## config.mk

```make
export PLATFORM = sky130hd
export DESIGN_NAME = regfile_write_arbiter_flat
export DESIGN_NICKNAME = d
export VERILOG_FILES = /design/src/rtl/regfile_write_arbiter_pkg.sv /design/src/rtl/regfile_write_arbiter_if.sv /design/src/rtl/regfile_write_arbiter_rr_arbiter2.sv /design/src/rtl/regfile_write_arbiter.sv /design/src/flat_wrapper.sv
export SDC_FILE = /design/constraint.sdc
export NUM_CORES = 1
export LEC_CHECK = 0
export ABC_AREA = 1
export CAP_MARGIN = 30
export CORE_UTILIZATION = 40
export DETAILED_ROUTE_END_ITERATION = 10
export GPL_TIMING_DRIVEN = 0
export HOLD_SLACK_MARGIN = 0.08
export PLACE_DENSITY = 0.74
export SLEW_MARGIN = 30
export SYNTH_ARGS = -nofsm -noshare
export SYNTH_HDL_FRONTEND = slang
export SYNTH_SLANG_ARGS = --single-unit
```

## constraint.sdc

```tcl
create_clock -name Clk -period 4.1 [get_ports Clk]
set_input_delay 0.82 -clock Clk [delete_from_list [all_inputs] [get_ports Clk]]
set_output_delay 0.82 -clock Clk [all_outputs]
set_load 0.02 [all_outputs]
```

## src/rtl/regfile_write_arbiter_pkg.sv

```systemverilog
`default_nettype none
// ---------------------------------------------------------------------------
// Module : regfile_pkg
// Shared register-file geometry and arbiter state encoding.
// Rev    : 1.0  initial release
// ---------------------------------------------------------------------------
package regfile_pkg;

  localparam int WIDTH    = 32;
  localparam int ADDR_W   = 5;
  localparam int NUM_REGS = 2 ** ADDR_W;

  typedef enum logic [0:0] {
    CLEAR = 1'b0,
    RUN   = 1'b1
  } state_t;

endpackage
`default_nettype wire

```

## src/rtl/regfile_write_arbiter_if.sv

```systemverilog
`default_nettype none
// ---------------------------------------------------------------------------
// Module : regfile_write_arbiter_if
// Two writeback request ports plus the register-file write port and status.
// Rev    : 1.0  initial release
// ---------------------------------------------------------------------------
interface regfile_write_arbiter_if #(
  parameter int WIDTH  = regfile_pkg::WIDTH,
  parameter int ADDR_W = regfile_pkg::ADDR_W
);
  import regfile_pkg::*;

  logic              Req0Valid;
  logic [ADDR_W-1:0] Req0Register;
  logic [WIDTH-1:0]  Req0Data;
  logic              Req0Ready;
  logic              Req1Valid;
  logic [ADDR_W-1:0] Req1Register;
  logic [WIDTH-1:0]  Req1Data;
  logic              Req1Ready;
  logic [WIDTH-1:0]  WriteData;
  logic [ADDR_W-1:0] WriteRegister;
  logic              RegWrite;
  logic              Busy;
  logic [15:0]       ConflictCount;

  modport master (
    output Req0Valid, Req0Register, Req0Data,
    output Req1Valid, Req1Register, Req1Data,
    input  Req0Ready, Req1Ready,
    input  WriteData, WriteRegister, RegWrite, Busy, ConflictCount
  );

  modport slave (
    input  Req0Valid, Req0Register, Req0Data,
    input  Req1Valid, Req1Register, Req1Data,
    output Req0Ready, Req1Ready,
    output WriteData, WriteRegister, RegWrite, Busy, ConflictCount
  );

endinterface
`default_nettype wire

```

## src/rtl/regfile_write_arbiter_rr_arbiter2.sv

```systemverilog
`default_nettype none
// ---------------------------------------------------------------------------
// Module : rr_arbiter2
// Two-way round-robin ready generation; owns the last-grant history bit.
// Rev    : 1.0  initial release
// ---------------------------------------------------------------------------
module rr_arbiter2 (
  input  wire logic Clk,
  input  wire logic Reset,
  input  wire logic Accept,
  input  wire logic Valid0,
  input  wire logic Valid1,
  output logic      Ready0,
  output logic      Ready1
);

  logic r_lastGrant;
  logic w_take0;
  logic w_take1;

  // A port only loses when the other is also valid and it was served last.
  assign Ready0  = Accept && !(Valid1 && (r_lastGrant == 1'b0));
  assign Ready1  = Accept && !(Valid0 && (r_lastGrant == 1'b1));
  assign w_take0 = Valid0 && Ready0;
  assign w_take1 = Valid1 && Ready1;

  always_ff @(posedge Clk or posedge Reset) begin
    if (Reset) begin
      r_lastGrant <= 1'b1;
    end else if (w_take0) begin
      r_lastGrant <= 1'b0;
    end else if (w_take1) begin
      r_lastGrant <= 1'b1;
    end
  end

endmodule
`default_nettype wire

```

## src/rtl/regfile_write_arbiter.sv

```systemverilog
`default_nettype none
// ---------------------------------------------------------------------------
// Module : regfile_write_arbiter
// Shares the register-file write port between two requesters after a zero sweep.
// Rev    : 1.0  initial release
// ---------------------------------------------------------------------------
module regfile_write_arbiter #(
  parameter int WIDTH          = regfile_pkg::WIDTH,
  parameter int ADDR_W         = regfile_pkg::ADDR_W,
  parameter bit CLEAR_ON_RESET = 1'b1
) (
  input  wire logic                Clk,
  input  wire logic                Reset,
  regfile_write_arbiter_if.slave   bus
);
  import regfile_pkg::*;

  localparam state_t c_resetState = CLEAR_ON_RESET ? CLEAR : RUN;

  state_t            r_state;
  logic [ADDR_W-1:0] r_clearIndex;
  logic [WIDTH-1:0]  r_writeData;
  logic [ADDR_W-1:0] r_writeRegister;
  logic              r_regWrite;
  logic [15:0]       r_conflictCount;

  logic w_run;
  logic w_ready0;
  logic w_ready1;
  logic w_accept0;
  logic w_accept1;
  logic w_conflict;

  assign w_run      = (r_state == RUN);
  assign w_accept0  = bus.Req0Valid && w_ready0;
  assign w_accept1  = bus.Req1Valid && w_ready1;
  assign w_conflict = w_run && bus.Req0Valid && bus.Req1Valid;

  rr_arbiter2 u_arb (
    .Clk    (Clk),
    .Reset  (Reset),
    .Accept (w_run),
    .Valid0 (bus.Req0Valid),
    .Valid1 (bus.Req1Valid),
    .Ready0 (w_ready0),
    .Ready1 (w_ready1)
  );

  always_ff @(posedge Clk or posedge Reset) begin
    if (Reset) begin
      r_state         <= c_resetState;
      r_clearIndex    <= '0;
      r_writeData     <= '0;
      r_writeRegister <= '0;
      r_regWrite      <= 1'b0;
      r_conflictCount <= '0;
    end else if (r_state == CLEAR) begin
      r_writeRegister <= r_clearIndex;
      r_writeData     <= '0;
      r_regWrite      <= 1'b1;
      r_clearIndex    <= r_clearIndex + ADDR_W'(1);
      if (r_clearIndex == {ADDR_W{1'b1}}) begin
        r_state <= RUN;
      end
    end else begin
      // Register 0 is hardwired: the handshake completes but nothing is written.
      if (w_accept0) begin
        r_writeRegister <= bus.Req0Register;
        r_writeData     <= bus.Req0Data;
        r_regWrite      <= (bus.Req0Register != '0);
      end else if (w_accept1) begin
        r_writeRegister <= bus.Req1Register;
        r_writeData     <= bus.Req1Data;
        r_regWrite      <= (bus.Req1Register != '0);
      end else begin
        r_regWrite      <= 1'b0;
      end
      if (w_conflict && (r_conflictCount != 16'hFFFF)) begin
        r_conflictCount <= r_conflictCount + 16'd1;
      end
    end
  end

  assign bus.Req0Ready     = w_ready0;
  assign bus.Req1Ready     = w_ready1;
  assign bus.Busy          = (r_state == CLEAR);
  assign bus.WriteData     = r_writeData;
  assign bus.WriteRegister = r_writeRegister;
  assign bus.RegWrite      = r_regWrite;
  assign bus.ConflictCount = r_conflictCount;

endmodule
`default_nettype wire

```

## src/flat_wrapper.sv

```systemverilog
// flat-port wrapper written by rule: the top's interface ports become plain ports
module regfile_write_arbiter_flat import regfile_pkg::*;
#(
  parameter int WIDTH          = regfile_pkg::WIDTH,
  parameter int ADDR_W         = regfile_pkg::ADDR_W,
  parameter bit CLEAR_ON_RESET = 1'b1
)
  (Clk, Reset, bus_Req0Valid, bus_Req0Register, bus_Req0Data, bus_Req1Valid, bus_Req1Register, bus_Req1Data, bus_Req0Ready, bus_Req1Ready, bus_WriteData, bus_WriteRegister, bus_RegWrite, bus_Busy, bus_ConflictCount);
  regfile_write_arbiter_if #(.WIDTH(WIDTH), .ADDR_W(ADDR_W)) bus_i ();
  input  wire logic Clk;
  input  wire logic Reset;
  input wire logic [$bits(bus_i.Req0Valid)-1:0] bus_Req0Valid;
  input wire logic [$bits(bus_i.Req0Register)-1:0] bus_Req0Register;
  input wire logic [$bits(bus_i.Req0Data)-1:0] bus_Req0Data;
  input wire logic [$bits(bus_i.Req1Valid)-1:0] bus_Req1Valid;
  input wire logic [$bits(bus_i.Req1Register)-1:0] bus_Req1Register;
  input wire logic [$bits(bus_i.Req1Data)-1:0] bus_Req1Data;
  output wire logic [$bits(bus_i.Req0Ready)-1:0] bus_Req0Ready;
  output wire logic [$bits(bus_i.Req1Ready)-1:0] bus_Req1Ready;
  output wire logic [$bits(bus_i.WriteData)-1:0] bus_WriteData;
  output wire logic [$bits(bus_i.WriteRegister)-1:0] bus_WriteRegister;
  output wire logic [$bits(bus_i.RegWrite)-1:0] bus_RegWrite;
  output wire logic [$bits(bus_i.Busy)-1:0] bus_Busy;
  output wire logic [$bits(bus_i.ConflictCount)-1:0] bus_ConflictCount;
  assign bus_i.Req0Valid = bus_Req0Valid;
  assign bus_i.Req0Register = bus_Req0Register;
  assign bus_i.Req0Data = bus_Req0Data;
  assign bus_i.Req1Valid = bus_Req1Valid;
  assign bus_i.Req1Register = bus_Req1Register;
  assign bus_i.Req1Data = bus_Req1Data;
  assign bus_Req0Ready = bus_i.Req0Ready;
  assign bus_Req1Ready = bus_i.Req1Ready;
  assign bus_WriteData = bus_i.WriteData;
  assign bus_WriteRegister = bus_i.WriteRegister;
  assign bus_RegWrite = bus_i.RegWrite;
  assign bus_Busy = bus_i.Busy;
  assign bus_ConflictCount = bus_i.ConflictCount;
  regfile_write_arbiter #(.WIDTH(WIDTH), .ADDR_W(ADDR_W), .CLEAR_ON_RESET(CLEAR_ON_RESET)) u_core (.Clk(Clk), .Reset(Reset), .bus(bus_i));
endmodule
```

======== After elaboration in Yosys (flattened, before gate mapping) ========
Cells that the tools add are included.
word-level totals
  register bits ........................... 61
  bits in latches ......................... 0
  RAM bits ................................ 0
  memory bits (read-only) ................. 0
  output and inout bits ................... 57
  logic and storage cells ................. 42
  memories ................................ 0
operators by class
  add/subtract/negate cells ............... 2
  multiply operators ...................... 0
  divide/modulo/power cells ............... 0
  order comparisons ....................... 0
  equality and inequality tests ........... 3
  shift-type cells ........................ 0
  muxes and demuxes ....................... 13
  bitwise operators ....................... 2
  reductions and logical operators ........ 15
operators by type and width
  cell                                                              count
  32-bit two-way mux                                                3
  16-bit by 1-bit adder with 16-bit output (second input constant)  1
  16-bit inequality test (second input constant)                    1
  5-bit two-way mux                                                 3
  5-bit nonzero test                                                2
  1-bit logical AND                                                 9
  1-bit two-way mux                                                 7
  5-bit by 1-bit adder with 5-bit output (second input constant)    1
  5-bit == test (second input constant)                             1
  3-bit inequality test (second input constant)                     1
  1-bit zero test                                                   2
  1-bit NOT                                                         2
  2-bit AND reduction                                               1
  2-bit nonzero test                                                1

======== Longest topological paths before layout ========
Gate-level depths: netlist (run 1).
  depth after elaboration ................. 7
  mapped depth ............................ 9

======== Modules after synthesis ========
Synthesis (run 1) repeated with hierarchy kept, for this count alone.
second synthesis, totals
  cells, all modules ...................... 376
  area total of the unflattened synthesis .. 3195.6 um^2
by module, submodules not included
  module                 times used  cells an instance  area an instance (um^2)  sequential area each (um^2)
  regfile_write_arbiter  1           366                3131.8                   1501.4
  rr_arbiter2            1           10                 63.8                     26.3

======== Worst setup path before layout (run 1) ========
Ideal clock, no wire load.
  path type ............................... register -> output
  start ................................... register u_core.r_state
  end ..................................... output port bus_Req0Ready
  arrival time ............................ 1.185 ns
  required time ........................... 3.280 ns
  path slack .............................. 2.095 ns
  cell stages (with the launch flop) ...... 5
  cell sequence ........................... dfrtp_1 buf_4 inv_1 buf_2 a21oi_1
between the ends
  longest elaborated chain between the ends .. 1
ends and longest elaborated chain
  item                      RTL line                                 RTL
  start: declaration        regfile_write_arbiter.sv:20              state_t r_state;
  start signal: assignment  regfile_write_arbiter.sv:51              r_state <= c_resetState;
  1-bit logical AND         regfile_write_arbiter_rr_arbiter2.sv:22  assign Ready0 = Accept && !(Valid1 && (r_lastGrant == 1'b0));
  end: declaration          flat_wrapper.sv:18                       output wire logic [$bits(bus_i.Req0Ready)-1:0] bus_Req0Ready;
Every way passes these cells.

======== Worst setup path after layout (run 1) ========
  start ................................... input port bus_Req1Valid
  end ..................................... output port bus_Req0Ready
between the ends
  longest elaborated chain between the ends .. 3
ends and longest elaborated chain
  item                RTL line                                 RTL
  start: declaration  flat_wrapper.sv:15                       input wire logic [$bits(bus_i.Req1Valid)-1:0] bus_Req1Valid;
  1-bit logical AND   regfile_write_arbiter_rr_arbiter2.sv:22
  1-bit zero test     regfile_write_arbiter_rr_arbiter2.sv:22
  1-bit logical AND   regfile_write_arbiter_rr_arbiter2.sv:22
Every way passes these cells.

==> results.md, run 1 <==
- Number of flops mapped to enable cells by yosys: 0
- Path class of the lowest-slack min-delay path: reg2reg
- Post-synthesis adder-cell area fraction: 0.0114
- Unrepaired setup endpoints after global routing: false
- Cell seen most often among critical-path stages: clkdlybuf4s50_1
- Final count of pins violating max slew: 0
- Post-CTS Setup Repair Bufs: 0
- Crit-path cells: clkdlybuf4s50_1, a21oi_1, clkdlybuf4s50_1
- Most used flip-flop cell after synthesis: dfrtp_1
- Share of cell area taken by muxes after synthesis: 0
- Worst hold start: u_core.bus.WriteData[1]$_DFFE_PP0P_
- Clock Latency Late Sink: 0.34 ns
- Outcome: finished, final reports clean
- Beginning of the worst register-to-register path: u_core.u_arb.r_lastGrant$_DFFE_PP1P_
- Share of the synthesized area in compound gates (AO/OA/AOI/OAI): 0.128
- Pwr per Cell Area: 351 nW/um^2
- Clock buffers created by TritonCTS: 9
- WL/cell: 13.5 microns
- Die Outline Area: 8630 sq um
- CTS tree: done
- Drt via density: 4.85
- Commonest non-fill, non-tap cell in the layout: clkdlybuf4s50_1
- Top-area cell type share of the netlist area: 0.455
- Maximum clock path buffer count: 2
- Starting density of the core: 0.421
- PostCTS Resize Cnt: 0
- Fin. Hold Viols: 0
- Most frequent cells in the layout: clkdlybuf4s50_1, nand2_1, dfrtp_1
- Wire length of the first global-routing pass: 14600 microns
- Number of nets in the layout: 641
- Setup TNS: 0 ns
- Library cell contributing the largest single delay on the critical path: clkdlybuf4s50_1
- Clock root buffer master: clkbuf_8
- Remaining routing DRC violations: 0
- Share of power burned in the clock network: 0.279
- # H-tree levels: 3
- Yosys warning count: 0
- Share of the clock period used by the worst path after layout: 0.730
- Largest area contributor in the netlist: dfrtp_1
- CP Capture Type: output pin
- Top-level port count: 135
- Area overhead of the layout relative to synthesis: 50.5%
- Transition time at the pin with the least slew margin: 0.345 ns
- Total iterations of the first detailed-routing run: 4
- CORE AREA: 7850 sq um
- Maximum number of pins on one net before global-route repair: 37
- Sequential element share of the synthesized area: 0.463
- Slowest cell delay on critical path: 0.62 ns
- Crit. Startpoint: bus_Req1Valid
- Via count of the first global-routing pass: 3063
- Cell family with most CP delay: buffers and inverters
- Antenna Diode Count: 0
- Clock-pin slew of the registers on the worst-case setup and hold paths: 0.06 ns
- Overall fraction of global-route tracks in use: 0.220
- Overall power of the completed layout: 1.74 mW
- Dominant combinational cell family by area after synthesis: simple AND/OR/NAND/NOR gates
- Synth top area cells: dfrtp_1, nand2_1, o21ai_0
- Number of standard-cell rows in the floorplan: 32
- Final wirelength: 8990 microns
- Cell variety after synth: 29
- Synthesized area: 3300 sq um
- Number of antenna violations at the first check in global routing: 0
- Die outline width: 92.9 microns
- Crit path kind: in2out
- Async SR Flop Fraction: 1.00
- Share of the synthesized netlist area taken by xor and xnor gates: 0.0212
- Buffers on Ports: 134
- Number of buffers inserted by hold repair at cts: 0
- Fraction of layout cells with a size suffix above 1: 0.143
- Count of final setup violators: 0
- Share of synthesized cell area in and, or, nand and nor gates: 0.313
- Fin Clk Skew: 0.00650 ns
- Arrival time at the worst endpoint: 2.17 ns
- Violation count after the first detailed-route iteration: 97
- Final min period: 2.99 ns
- Global placer's final weighted congestion: 0.812
- Worst IR Drop VDD: 0.193 mV
- Number of nets with antenna violations after detailed routing: 0
- Dpl hpwl: 6890 microns
- Achievable Freq: 0.334 GHz
- Fraction of power spent switching nets: 0.315
- Mapped Avg Cell Area: 7.98 sq um
- FF+latch count, synth: 61
- Combinational fraction of design power: 0.302
- Critical Path Start Type: input pin
- Worst relative slew slack: 0.770
- Post-Syn Nets: 495
- Register-to-Register Setup Slack: 2.49 ns
- Net load switching power: 550 uW
- Total gr overflow: 0
- Critical path buffer and inverter count: 2
- Via count: 3234
- P_int: 1.19 mW
- Sequential cell fraction of total power: 0.419
- Max-cap violations: 0
- Max FO, Critical Path: 4
- Data required, critical path: 3.28 ns
- Leakage component of the power: 2.19 nW
- Number of standard cells after synthesis: 414
- Die span in y: 92.9 microns
- Clock Sinks: 61
[synthesized netlist by cell type (2+ instances only)]
master	number
nand4_1	8
a21oi_1	2
buf_2	3
xnor2_1	6
o211ai_1	2
buf_6	4
o21ai_1	18
o21ai_0	56
nor2_1	22
or2_1	3
inv_2	3
nand3_1	11
inv_1	24
buf_4	2
nand2_1	132
nand2_4	4
nor2_4	3
dfrtp_1	60
nand2_2	2
clkbuf_2	7
or2_2	31
ha_1	3
xor2_1	2
[through the flow]
step	instance area, sq um	instances	utilization	setup slack (ns)	hold WS (ns)
floorplan	3300	414	-	1.77	0.469
global placement	4770	650	0.608	0.626	0.467
detailed placement	4790	651	0.611	1.10	0.472
CTS	4970	667	0.634	1.09	0.490
global route	4970	667	0.634	1.04	0.512
finish	4970	667	0.634	1.11	0.487
[power groups by stage]
stage               Sequential, mW  Clock (mW)  Combinational [mW]
floorplan                    0.827           0               0.163
global placement             0.738           0               0.522
detailed placement           0.740           0               0.532
CTS                          0.730       0.498               0.533
global route                 0.741       0.526               0.573
finish                       0.731       0.487               0.527
[kinds of logic after synthesis]
kind of cell               Yosys count
xor gates and xnor gates             8
buffers and inverters               43
AOI/OAI and AO/OA                   80
and+or+nand+nor                    219
DFF                                 61
adders and majority gates            3
[worst register-to-register path: stages, from the launching register on]
cell and delay, ns:
dfstp_2 0.54, inv_1 0.07, nand2_2 0.08, nand2_4 0.09, clkbuf_2 0.20, or2_2 0.30
o21ai_0 0.10, o21ai_0 0.10
[per-layer routing]
metal | track usage | routed length, microns
met1 | 0.286 | 3970
met2 | 0.353 | 4290
met3 | 0.0386 | 426
met4 | 0.108 | 296
met5 | 0 | 0
[final cells by class]
cell class                 instances  area (sq um)
clock buffer                      12           155
fill                             686          2880
timing repair buffer             135          1360
sequential                        61          1530
buffer                            16           110
clock inverter                     4          22.5
inverter                          27           104
multi-input combinational        310          1560
tap                              102           128
[worst paths after layout]
check,end,cells after the start
worst max-delay path,bus_Req0Ready,3
worst min-delay path,u_core.bus.WriteData[1]$_DFFE_PP0P_,2
worst max register to register,u_core.bus.WriteData[16]$_DFFE_PP0P_,7
worst min register to register,u_core.bus.WriteData[1]$_DFFE_PP0P_,2
max in group asynchronous,u_core.u_arb.r_lastGrant$_DFFE_PP1P_,3
min in group asynchronous,u_core.bus.WriteData[8]$_DFFE_PP0P_,2
[flip-flops by register name (all words and copies together) (netlist names)]
register,cells
u_core.bus.WriteRegister,5
u_core.bus.WriteData,32
u_core.r_clearIndex,5
u_core.r_state,1
u_core.u_arb.r_lastGrant,1
u_core.bus.RegWrite,1
u_core.bus.ConflictCount,16
(Power assumes the default switching activity.)
==> run 2, diff against run 1 <==
--- a/config.mk
+++ b/config.mk
@@ -7,11 +7,11 @@
 export LEC_CHECK = 0
 export ABC_AREA = 1
 export CAP_MARGIN = 30
-export CORE_UTILIZATION = 40
+export CORE_UTILIZATION = 39
 export DETAILED_ROUTE_END_ITERATION = 10
 export GPL_TIMING_DRIVEN = 0
 export HOLD_SLACK_MARGIN = 0.08
-export PLACE_DENSITY = 0.74
+export PLACE_DENSITY = 0.76
 export SLEW_MARGIN = 30
 export SYNTH_ARGS = -nofsm -noshare
 export SYNTH_HDL_FRONTEND = slang
==> constraint.sdc (replaced) <==
create_clock -name Clk -period 2.5 [get_ports Clk]
set_input_delay 0.5 -clock Clk [delete_from_list [all_inputs] [get_ports Clk]]
set_output_delay 0.5 -clock Clk [all_outputs]
set_load 0.02 [all_outputs]
==> run 2 against run 1 <==
Global-route usage decreased by 0.37 points. Non-clock buffer count unchanged. Combinational power increased by 63%. Design area unchanged. Total power increased by 63%. Clock skew increased by 0.0032 ns. Worst hold slack about the same. Sequential share of layout area unchanged. Die area increased by 2.5%. Count of clock-buffer cells in the layout unchanged.
==> results.md, run 2 (synthesis gave the netlist of run 1 again) <==
- Final wirelength: 9040 microns
- Max-cap violations: 0
- Commonest non-fill, non-tap cell in the layout: nand2_1
- Worst relative slew slack: 0.734
- Pwr per Cell Area: 573 nW/um^2
- Maximum clock path buffer count: 2
- Fin Clk Skew: 0.00971 ns
- Critical Path Start Type: register
- Remaining routing DRC violations: 0
- Number of buffers inserted by hold repair at cts: 0
- Buffers on Ports: 134
- Dpl hpwl: 7000 microns
- Register-to-Register Setup Slack: 0.87 ns
- Fin. Hold Viols: 0
- Via count: 3243
- Flip-flop count of the largest register after layout: 32
- Sequential cell fraction of total power: 0.423
- Total gr overflow: 0
- Number of standard-cell rows in the floorplan: 33
- Unrepaired setup endpoints after global routing: false
- CP Capture Type: output pin
- P_int: 1.96 mW
- Final min period: 2.32 ns
- Share of the clock period used by the worst path after layout: 0.926
- Die outline width: 94.0 microns
- Setup TNS: 0 ns
- Area overhead of the layout relative to synthesis: 50.5%
- Number of antenna violations at the first check in global routing: 0
- Number of nets in the layout: 641
- Overall fraction of global-route tracks in use: 0.216
- Total iterations of the first detailed-routing run: 4
- Violation count after the first detailed-route iteration: 66
- CORE AREA: 8220 sq um
- Starting density of the core: 0.402
- Leakage component of the power: 2.19 nW
- Via count of the first global-routing pass: 3112
- Clock buffers created by TritonCTS: 9
- CTS tree: done
- Net load switching power: 891 uW
- Clock-pin slew of the registers on the worst-case setup and hold paths: 0.07 ns
- Register-to-Register Path Depth: 8
- Clock Sinks: 61
- Top-level port count: 135
- Hold depth: 2
- Crit path kind: reg2out
- Max FO, Critical Path: 10
- Count of final setup violators: 0
- # H-tree levels: 3
- Number of fill cells: 750
- Maximum number of pins on one net before global-route repair: 32
- Die Outline Area: 8840 sq um
- Fraction of layout cells with a size suffix above 1: 0.143
- Overall power of the completed layout: 2.85 mW
- Wire length of the first global-routing pass: 14700 microns
- Antenna Diode Count: 0
- Die span in y: 94.0 microns
- Data required, critical path: 2.00 ns
- Outcome: finished, final reports clean
- Combinational fraction of design power: 0.302
- Clock root buffer master: clkbuf_8
- Number of nets with antenna violations after detailed routing: 0
- WL/cell: 13.5 microns
- Achievable Freq: 0.432 GHz
- Global placer's final weighted congestion: 0.845
- Arrival time at the worst endpoint: 1.82 ns
- Worst IR Drop VDD: 0.264 mV
- Final count of pins violating max slew: 0
- Most frequent cells in the layout: nand2_1, clkdlybuf4s50_1, dfrtp_1
- Share of power burned in the clock network: 0.275
- Path class of the lowest-slack min-delay path: reg2reg
- Drt via density: 4.84
- Fraction of power spent switching nets: 0.313
- Clock Latency Late Sink: 0.33 ns
- Core occupancy in the finished layout: 0.605
- Transition time at the pin with the least slew margin: 0.399 ns
[run 2: cell count changes in the layout (fill, tap and decap cells not counted), sizes merged]
cell / previous run / this run
dlygate4sd2: 0 / 3
clkdlybuf4s50: 134 / 131
[run 2: worst max-delay path, stage by stage, from the launching register on]
cell	delay, ns
dfrtp_1	0.37
buf_4	0.19
inv_1	0.14
buf_2	0.21
a21oi_1	0.20
dlygate4sd2_1	0.36
[run 2: through the flow]
step | setup WS, ns | cell area, sq um | hold WS (ns) | instances
floorplan | 0.489 | 3300 | 0.469 | 414
global placement | -0.606 | 4780 | 0.465 | 653
detailed placement | 0.102 | 4800 | 0.473 | 654
CTS | 0.167 | 4970 | 0.490 | 670
global route | 0.0541 | 4970 | 0.506 | 670
finish | 0.184 | 4970 | 0.487 | 670
[run 2: layer usage]
layer,routed length (microns),part of all wire,track usage
met2,4600,0.51,0.372
met3,513,0.057,0.0518
met1,3780,0.42,0.264
met5,0,0,0
met4,147,0.016,0.0744
[run 2: cell type report]
class	count	area, sq um	share of cell area
clock inverters	4	22.5	0.00453
multi-input cells	310	1560	0.315
inverters	27	104	0.0209
flip-flops and latches	61	1530	0.307
clock buffers	12	155	0.0312
plain buffers	16	110	0.0221
repair buffers	135	1360	0.273
well taps	105	131	0.0264
[run 2: final timing paths]
kind	startpoint	to
setup / recovery	u_core.r_state$_DFF_PP0_	bus_Req0Ready
hold / removal	u_core.bus.WriteData[19]$_DFFE_PP0P_	u_core.bus.WriteData[19]$_DFFE_PP0P_
setup reg to reg	u_core.bus.ConflictCount[0]$_DFFE_PP0P_	u_core.bus.ConflictCount[4]$_DFFE_PP0P_
hold reg to reg	u_core.bus.WriteData[19]$_DFFE_PP0P_	u_core.bus.WriteData[19]$_DFFE_PP0P_
max in group asynchronous	Reset	u_core.u_arb.r_lastGrant$_DFFE_PP1P_
min in group asynchronous	Reset	u_core.bus.WriteData[8]$_DFFE_PP0P_
[run 2: what timing repair did]
action | 4_1_cts | 5_1_grt
setup endpoints to repair | 3 | 0
buffers inserted | 0 | 0
endpoints found under the hold margin | 0 | 0
resized for setup | 3 | 0
[run 2: power by group through the flow]
| stage | sequential, mW | combinational (mW) | clock, mW |
|---|---|---|---|
| 2_1_floorplan | 1.36 | 0.267 | 0 |
| 3_3_place_gp | 1.21 | 0.855 | 0 |
| 5_1_grt | 1.22 | 0.935 | 0.853 |
| 4_1_cts | 1.20 | 0.872 | 0.810 |
| 3_5_place_dp | 1.22 | 0.870 | 0 |
| 6_report | 1.20 | 0.861 | 0.784 |
